`src/rtl/eq_serial_ctrl.sv`:
```
// -----------------------------------------------------------------------------
// eq_serial_ctrl
//   Bit-serial equality comparator. An accepted start latches operands a and b,
//   then one bit pair is compared per cycle, LSB first. The result (eq, plus
//   the index of the lowest mismatching bit) is presented with a one-cycle
//   done pulse and held until the next result is produced.
//
// Parameters
//   W          : compared word width in bits (2..64)
//   EARLY_EXIT : 1 = stop at first mismatching bit, 0 = always scan all W bits
//
// Ports
//   clk    in   system clock, rising edge
//   reset  in   synchronous active-high reset
//   start  in   compare request, sampled only while ready=1
//   a, b   in   operands, captured on accepted start
//   ready  out  idle, able to accept start
//   busy   out  compare in progress
//   done   out  one-cycle pulse, eq/mm_idx valid
//   eq     out  1 = captured operands equal
//   mm_idx out  index of lowest mismatching bit (0 when equal)
// -----------------------------------------------------------------------------
module eq_serial_ctrl #(
  parameter int W          = 8,
  parameter int EARLY_EXIT = 1
) (
  input  logic                 clk,
  input  logic                 reset,
  input  logic                 start,
  input  logic [W-1:0]         a,
  input  logic [W-1:0]         b,
  output logic                 ready,
  output logic                 busy,
  output logic                 done,
  output logic                 eq,
  output logic [$clog2(W)-1:0] mm_idx
);

  localparam int CW = $clog2(W);
  localparam logic [CW-1:0] LAST_IDX = CW'(W - 1);

  typedef enum logic [1:0] {
    S_IDLE = 2'b00,
    S_RUN  = 2'b01,
    S_DONE = 2'b10
  } state_t;

  // Single-bit equality written as an explicit XNOR sum of products.
  function automatic logic bit_eq(input logic ai, input logic bi);
    return (~ai & ~bi) | (ai & bi);
  endfunction

  state_t          r_state;
  logic [W-1:0]    r_a;
  logic [W-1:0]    r_b;
  logic [CW-1:0]   r_cnt;
  logic            r_acc;
  logic [CW-1:0]   r_mm;
  logic            r_ready;
  logic            r_busy;
  logic            r_done;
  logic            r_eq;
  logic [CW-1:0]   r_mm_idx;

  logic            w_bit_eq;
  logic            w_acc_next;
  logic [CW-1:0]   w_mm_next;
  logic            w_exit;

  // Current bit pair under evaluation and the values the accumulators take
  // after it. A mismatch index is only recorded while the accumulator is
  // still 1, i.e. on the first mismatch of this compare.
  assign w_bit_eq   = bit_eq(r_a[r_cnt], r_b[r_cnt]);
  assign w_acc_next = r_acc & w_bit_eq;
  assign w_mm_next  = (r_acc && !w_bit_eq) ? r_cnt : r_mm;
  assign w_exit     = (r_cnt == LAST_IDX) || ((EARLY_EXIT != 0) && !w_bit_eq);

  // Control FSM with registered status outputs and result hold registers.
  always_ff @(posedge clk) begin
    if (reset) begin
      r_state  <= S_IDLE;
      r_a      <= '0;
      r_b      <= '0;
      r_cnt    <= '0;
      r_acc    <= 1'b0;
      r_mm     <= '0;
      r_ready  <= 1'b1;
      r_busy   <= 1'b0;
      r_done   <= 1'b0;
      r_eq     <= 1'b0;
      r_mm_idx <= '0;
    end else begin
      case (r_state)
        S_IDLE: begin
          if (start) begin
            r_a     <= a;
            r_b     <= b;
            r_cnt   <= '0;
            r_acc   <= 1'b1;
            r_mm    <= '0;
            r_state <= S_RUN;
            r_ready <= 1'b0;
            r_busy  <= 1'b1;
          end else begin
            r_ready <= 1'b1;
            r_busy  <= 1'b0;
          end
          r_done <= 1'b0;
        end
        S_RUN: begin
          r_acc <= w_acc_next;
          r_mm  <= w_mm_next;
          if (w_exit) begin
            // Result registers only move on DONE entry so they stay stable
            // through IDLE and the next RUN.
            r_state  <= S_DONE;
            r_busy   <= 1'b0;
            r_done   <= 1'b1;
            r_eq     <= w_acc_next;
            r_mm_idx <= w_mm_next;
          end else begin
            r_cnt <= r_cnt + CW'(1);
          end
        end
        S_DONE: begin
          r_state <= S_IDLE;
          r_done  <= 1'b0;
          r_ready <= 1'b1;
        end
        default: begin
          r_state <= S_IDLE;
          r_ready <= 1'b1;
          r_busy  <= 1'b0;
          r_done  <= 1'b0;
        end
      endcase
    end
  end

  assign ready  = r_ready;
  assign busy   = r_busy;
  assign done   = r_done;
  assign eq     = r_eq;
  assign mm_idx = r_mm_idx;

endmodule

```
`config.mk`:
```
export PLATFORM = sky130hd
export DESIGN_NAME = eq_serial_ctrl
export DESIGN_NICKNAME = d
export VERILOG_FILES = /design/src/rtl/eq_serial_ctrl.sv
export SDC_FILE = /design/constraint.sdc
export NUM_CORES = 1
export LEC_CHECK = 0
export ABC_AREA = 1
export BUFFER_PORTS_ARGS = -buffer_cell sky130_fd_sc_hd__buf_4
export CAP_MARGIN = 20
export CORE_UTILIZATION = 54
export DETAILED_ROUTE_END_ITERATION = 10
export PLACE_DENSITY = 0.87
export RECOVER_POWER = 100
export SLEW_MARGIN = 20
export SYNTH_ARGS = -nofsm -noshare
export SYNTH_HDL_FRONTEND = slang
export SYNTH_SLANG_ARGS = --single-unit
```
`constraint.sdc`:
```
create_clock -name clk -period 1.72 [get_ports clk]
set_input_delay 0.086 -clock clk [delete_from_list [all_inputs] [get_ports clk]]
set_output_delay 0.086 -clock clk [all_outputs]
set_load 0.05 [all_outputs]
```
==> impl_metrics.prom <==
# TYPE chip_impl_metric gauge
chip_impl_metric{name="post_detailed_route_count_of_antenna_violating_nets",unit=""} 0
chip_impl_metric{name="dr.first_iter.drc_count",unit=""} 43
chip_impl_metric{name="detailedRoute.firstPassIterationCount",unit=""} 4
chip_impl_metric{name="timing.final.hold_violations",unit=""} 0
chip_impl_metric{name="cts.hold.buffers_added",unit=""} 7
chip_impl_metric{name="fp-row-count",unit=""} 18
chip_impl_metric{name="first_global_vias",unit=""} 1317
chip_impl_info{name="tritoncts",value="done"} 1
chip_impl_metric{name="place.port_buffers",unit=""} 25
chip_impl_metric{name="initial_utilization",unit="%"} 59.0
chip_impl_info{name="reg2reg_from",value="r_cnt[0]"} 1
chip_impl_metric{name="drc",unit=""} 0
chip_impl_metric{name="dr_total_vias",unit=""} 1432
chip_impl_metric{name="worstMarginPinSlew",unit="ns"} 0.593
chip_impl_metric{name="post-route-period-util",unit="%"} 89.1
chip_impl_metric{name="layout.cell_area.non_filler",unit="um2"} 1850
chip_impl_info{name="status",value="finished clean"} 1
chip_impl_metric{name="cts-root-to-sink-buffers",unit=""} 2
chip_impl_metric{name="clock_tree.htree_level_count",unit=""} 2
chip_impl_metric{name="power_per_cell_area",unit="nW/um2"} 1380
chip_impl_metric{name="postSynthAreaPerCell",unit="um2"} 6.86
chip_impl_info{name="timing_worst_setup_path_type",value="flip-flop to flip-flop"} 1
chip_impl_metric{name="antenna_cells",unit=""} 0
chip_impl_metric{name="drv.max_cap_violation_count",unit=""} 0
chip_impl_metric{name="synth-seq-cells",unit=""} 32
chip_impl_metric{name="synth.net_count",unit=""} 242
chip_impl_metric{name="vdd_drop_max",unit="V"} 0.00115
chip_impl_metric{name="final_max_slew_viol_count",unit=""} 0
chip_impl_info{name="setup.worst_path.start_class",value="flip-flop"} 1
chip_impl_metric{name="post_dp_area",unit="um2"} 1740
chip_impl_metric{name="synthToLayoutAreaGrowth",unit="%"} 22.1
chip_impl_info{name="start_point_of_the_worst_min_delay_path",value="a[6]"} 1
chip_impl_metric{name="post_synth_inst_count",unit=""} 221
chip_impl_metric{name="finalSetupViolCount",unit=""} 0
chip_impl_metric{name="num-nets-final",unit=""} 278
chip_impl_info{name="endpoint_kind",value="flip-flop"} 1
chip_impl_metric{name="worst-endpoint-arrival",unit="ns"} 1.78
chip_impl_metric{name="final_worst_path_period_need",unit="ns"} 1.53
chip_impl_metric{name="synth-seq-area-share",unit="%"} 42.3
chip_impl_metric{name="dieArea",unit="um2"} 3020
chip_impl_metric{name="post_synth_instance_area",unit="um2"} 1520
chip_impl_metric{name="reg_clk_slew_reported_paths",unit="ns"} 0.11
chip_impl_metric{name="worst_hold_slack",unit="ns"} 0.00453
chip_impl_metric{name="static-leakage-power",unit="nW"} 0.924
chip_impl_metric{name="grt_overflow",unit=""} 0
chip_impl_metric{name="fp.dieH",unit="um"} 55.0
chip_impl_metric{name="antenna_violations_before_repair",unit=""} 0
chip_impl_metric{name="timing.slew.headroom",unit="%"} 60.6
chip_impl_metric{name="proportion_of_synthesized_area_in_mux_cells",unit="%"} 0
chip_impl_metric{name="cts.sink_count",unit=""} 32
chip_impl_info{name="synth_top_family_by_area",value="simple AND/OR/NAND/NOR gates"} 1
chip_impl_metric{name="worstPathRequired",unit="ns"} 1.97
chip_impl_metric{name="finalWeightedCongestion",unit=""} 0.813
chip_impl_metric{name="gr-usage-all-layers",unit="%"} 24.8
chip_impl_metric{name="clock-skew-final",unit="ns"} 0.0121
chip_impl_metric{name="clock_latency",unit="ns"} 0.35
chip_impl_metric{name="highest_attainable_clock_frequency",unit="MHz"} 653
chip_impl_info{name="clk_root_buffer_cell",value="sky130_fd_sc_hd__clkbuf_4"} 1
chip_impl_metric{name="design.core.area",unit="um2"} 2570
chip_impl_metric{name="cts_buffers",unit=""} 5
chip_impl_metric{name="number_of_gates_resized_after_cts",unit=""} 0
chip_impl_metric{name="max_fo_critical_path",unit=""} 11
chip_impl_metric{name="timing.final.ws_setup",unit="ns"} 0.187
chip_impl_metric{name="synth_simple_gate_area_share",unit="%"} 34.4
chip_impl_info{name="hold_class",value="primary input to flip-flop"} 1
chip_impl_metric{name="placement.setup.worst_slack",unit="ns"} 0.205
chip_impl_metric{name="grt_max_degree",unit=""} 33
chip_impl_metric{name="post_synth_num_cell_types",unit=""} 20
chip_impl_metric{name="yosys_warnings",unit=""} 0
chip_impl_metric{name="cts_post_setup_buffers_inserted",unit=""} 0
chip_impl_info{name="crit_path_start",value="r_cnt[0]"} 1
chip_impl_metric{name="routed_via_density",unit=""} 4.97
chip_impl_metric{name="place_hpwl",unit="um"} 2150
chip_impl_metric{name="chipWidth",unit="um"} 55.0
chip_impl_metric{name="floorplan.io_pins",unit=""} 26
chip_impl_metric{name="global_route_wire_length_before_repair",unit="um"} 5140
chip_impl_metric{name="synthAdderAreaFrac",unit="%"} 1.65
chip_impl_metric{name="drt-wirelength-per-cell",unit="um"} 10.9
chip_impl_metric{name="synth-xor-area-share",unit="%"} 0
chip_impl_metric{name="share_of_the_synthesized_area_in_compound_gates_ao_oa_aoi_oai",unit="%"} 11.6
chip_impl_metric{name="fin_tns_setup",unit="ns"} 0
chip_impl_metric{name="final_layout_size_suffix_gt1_share",unit="%"} 18.6
chip_impl_metric{name="detail_route.wirelength",unit="um"} 3150
chip_impl_info{name="rsz0062_at_grt",value="false"} 1
[layout make-up]
| type | instances | area, um2 |
|---|---|---|
| multi-input cells | 152 | 721 |
| fillers | 225 | 717 |
| flip-flops and latches | 32 | 641 |
| repair buffers | 35 | 259 |
| inverters | 31 | 116 |
| clock buffers | 6 | 41.3 |
| well taps | 30 | 37.5 |
| clock inverters | 2 | 35.0 |
[critical path, cell delays in order (launching register included)]
cell and delay [ns]:
sky130_fd_sc_hd__dfxtp_1 0.33, sky130_fd_sc_hd__buf_4 0.18, sky130_fd_sc_hd__nand2_1 0.08, sky130_fd_sc_hd__nand3_1 0.09
sky130_fd_sc_hd__nand2_1 0.08, sky130_fd_sc_hd__nand2_1 0.04, sky130_fd_sc_hd__nand2_1 0.11, sky130_fd_sc_hd__nand2_1 0.08
sky130_fd_sc_hd__nand2_2 0.10, sky130_fd_sc_hd__nand2_2 0.07, sky130_fd_sc_hd__nand2_1 0.06, sky130_fd_sc_hd__nand2_1 0.07
sky130_fd_sc_hd__nor2_1 0.10, sky130_fd_sc_hd__nor2_1 0.04
[registers in the layout, indices dropped and copies added, names as in the netlist]
register  count
busy          1
done          1
eq            1
mm_idx        3
r_a           8
r_acc         1
r_b           8
r_cnt         3
r_mm          3
r_state       2
ready         1
[stage by stage]
step                utilization, %  cells  total power, mW
floorplan                        -    221             1.80
CTS                           73.5    288             2.60
detailed placement            67.8    273             2.03
global route                  72.1    288             2.74
finish                        72.1    288             2.55
global placement              67.8    273             2.00
[logic make-up after synthesis]
| kind of cell | Yosys count |
|---|---|
| flip-flops | 32 |
| AO/OA/AOI/OAI | 35 |
| buffers and inverters | 37 |
| adder cells (fa/ha/maj) | 2 |
| AND/OR/NAND/NOR | 115 |
[cell usage in the layout, fill, tap and decap left out, drive strengths merged]
cell type / Yosys / routed
a21oi: 17 / 17
a31oi: 1 / 1
buf: 3 / 19
bufinv: 0 / 1
clkbuf: 3 / 15
clkinv: 1 / 2
dfxtp: 32 / 32
dlygate4sd3: 0 / 7
ha: 2 / 2
inv: 30 / 30
nand2: 73 / 73
nand3: 20 / 20
nor2: 22 / 22
o21ai: 17 / 17
[report_power, final]
part | switching [mW] | internal, mW | total (mW) | leakage, nW
combinational | 0.696 | 0.339 | 1.04 | 0.618
sequential | 0.0786 | 0.868 | 0.947 | 0.264
clock | 0.261 | 0.304 | 0.565 | 0.0422
[path summary, 6_finish.rpt]
| path | to | slack (ns) | cells past startpoint |
|---|---|---|---|
| max | mm_idx[1] | 0.19 | 13 |
| min | r_a[6] | 0.005 | 3 |
| max reg2reg | mm_idx[1] | 0.19 | 13 |
| min reg2reg | r_b[3] | 0.45 | 2 |
[routing by layer]
| metal | part of all wire [%] | routed length [um] | GRT usage, % |
|---|---|---|---|
| met1 | 45 | 1420 | 26.0 |
| met2 | 48 | 1520 | 44.8 |
| met3 | 5.0 | 158 | 9.02 |
| met4 | 1.5 | 47 | 9.17 |
| met5 | 0 | 0 | 0 |
[cells in the mapped netlist, drive strengths merged]
library cell	number	share of area, %
ha	2	1.7
clkbuf	3	0.74
o21ai	17	5.6
nor2	22	5.6
a21oi	17	5.6
nand3	20	7.4
dfxtp	32	42
nand2	73	21
buf	3	1.6
inv	30	7.4
a31oi	1	0.41
clkinv	1	0.25
(Power assumes the default switching activity.)
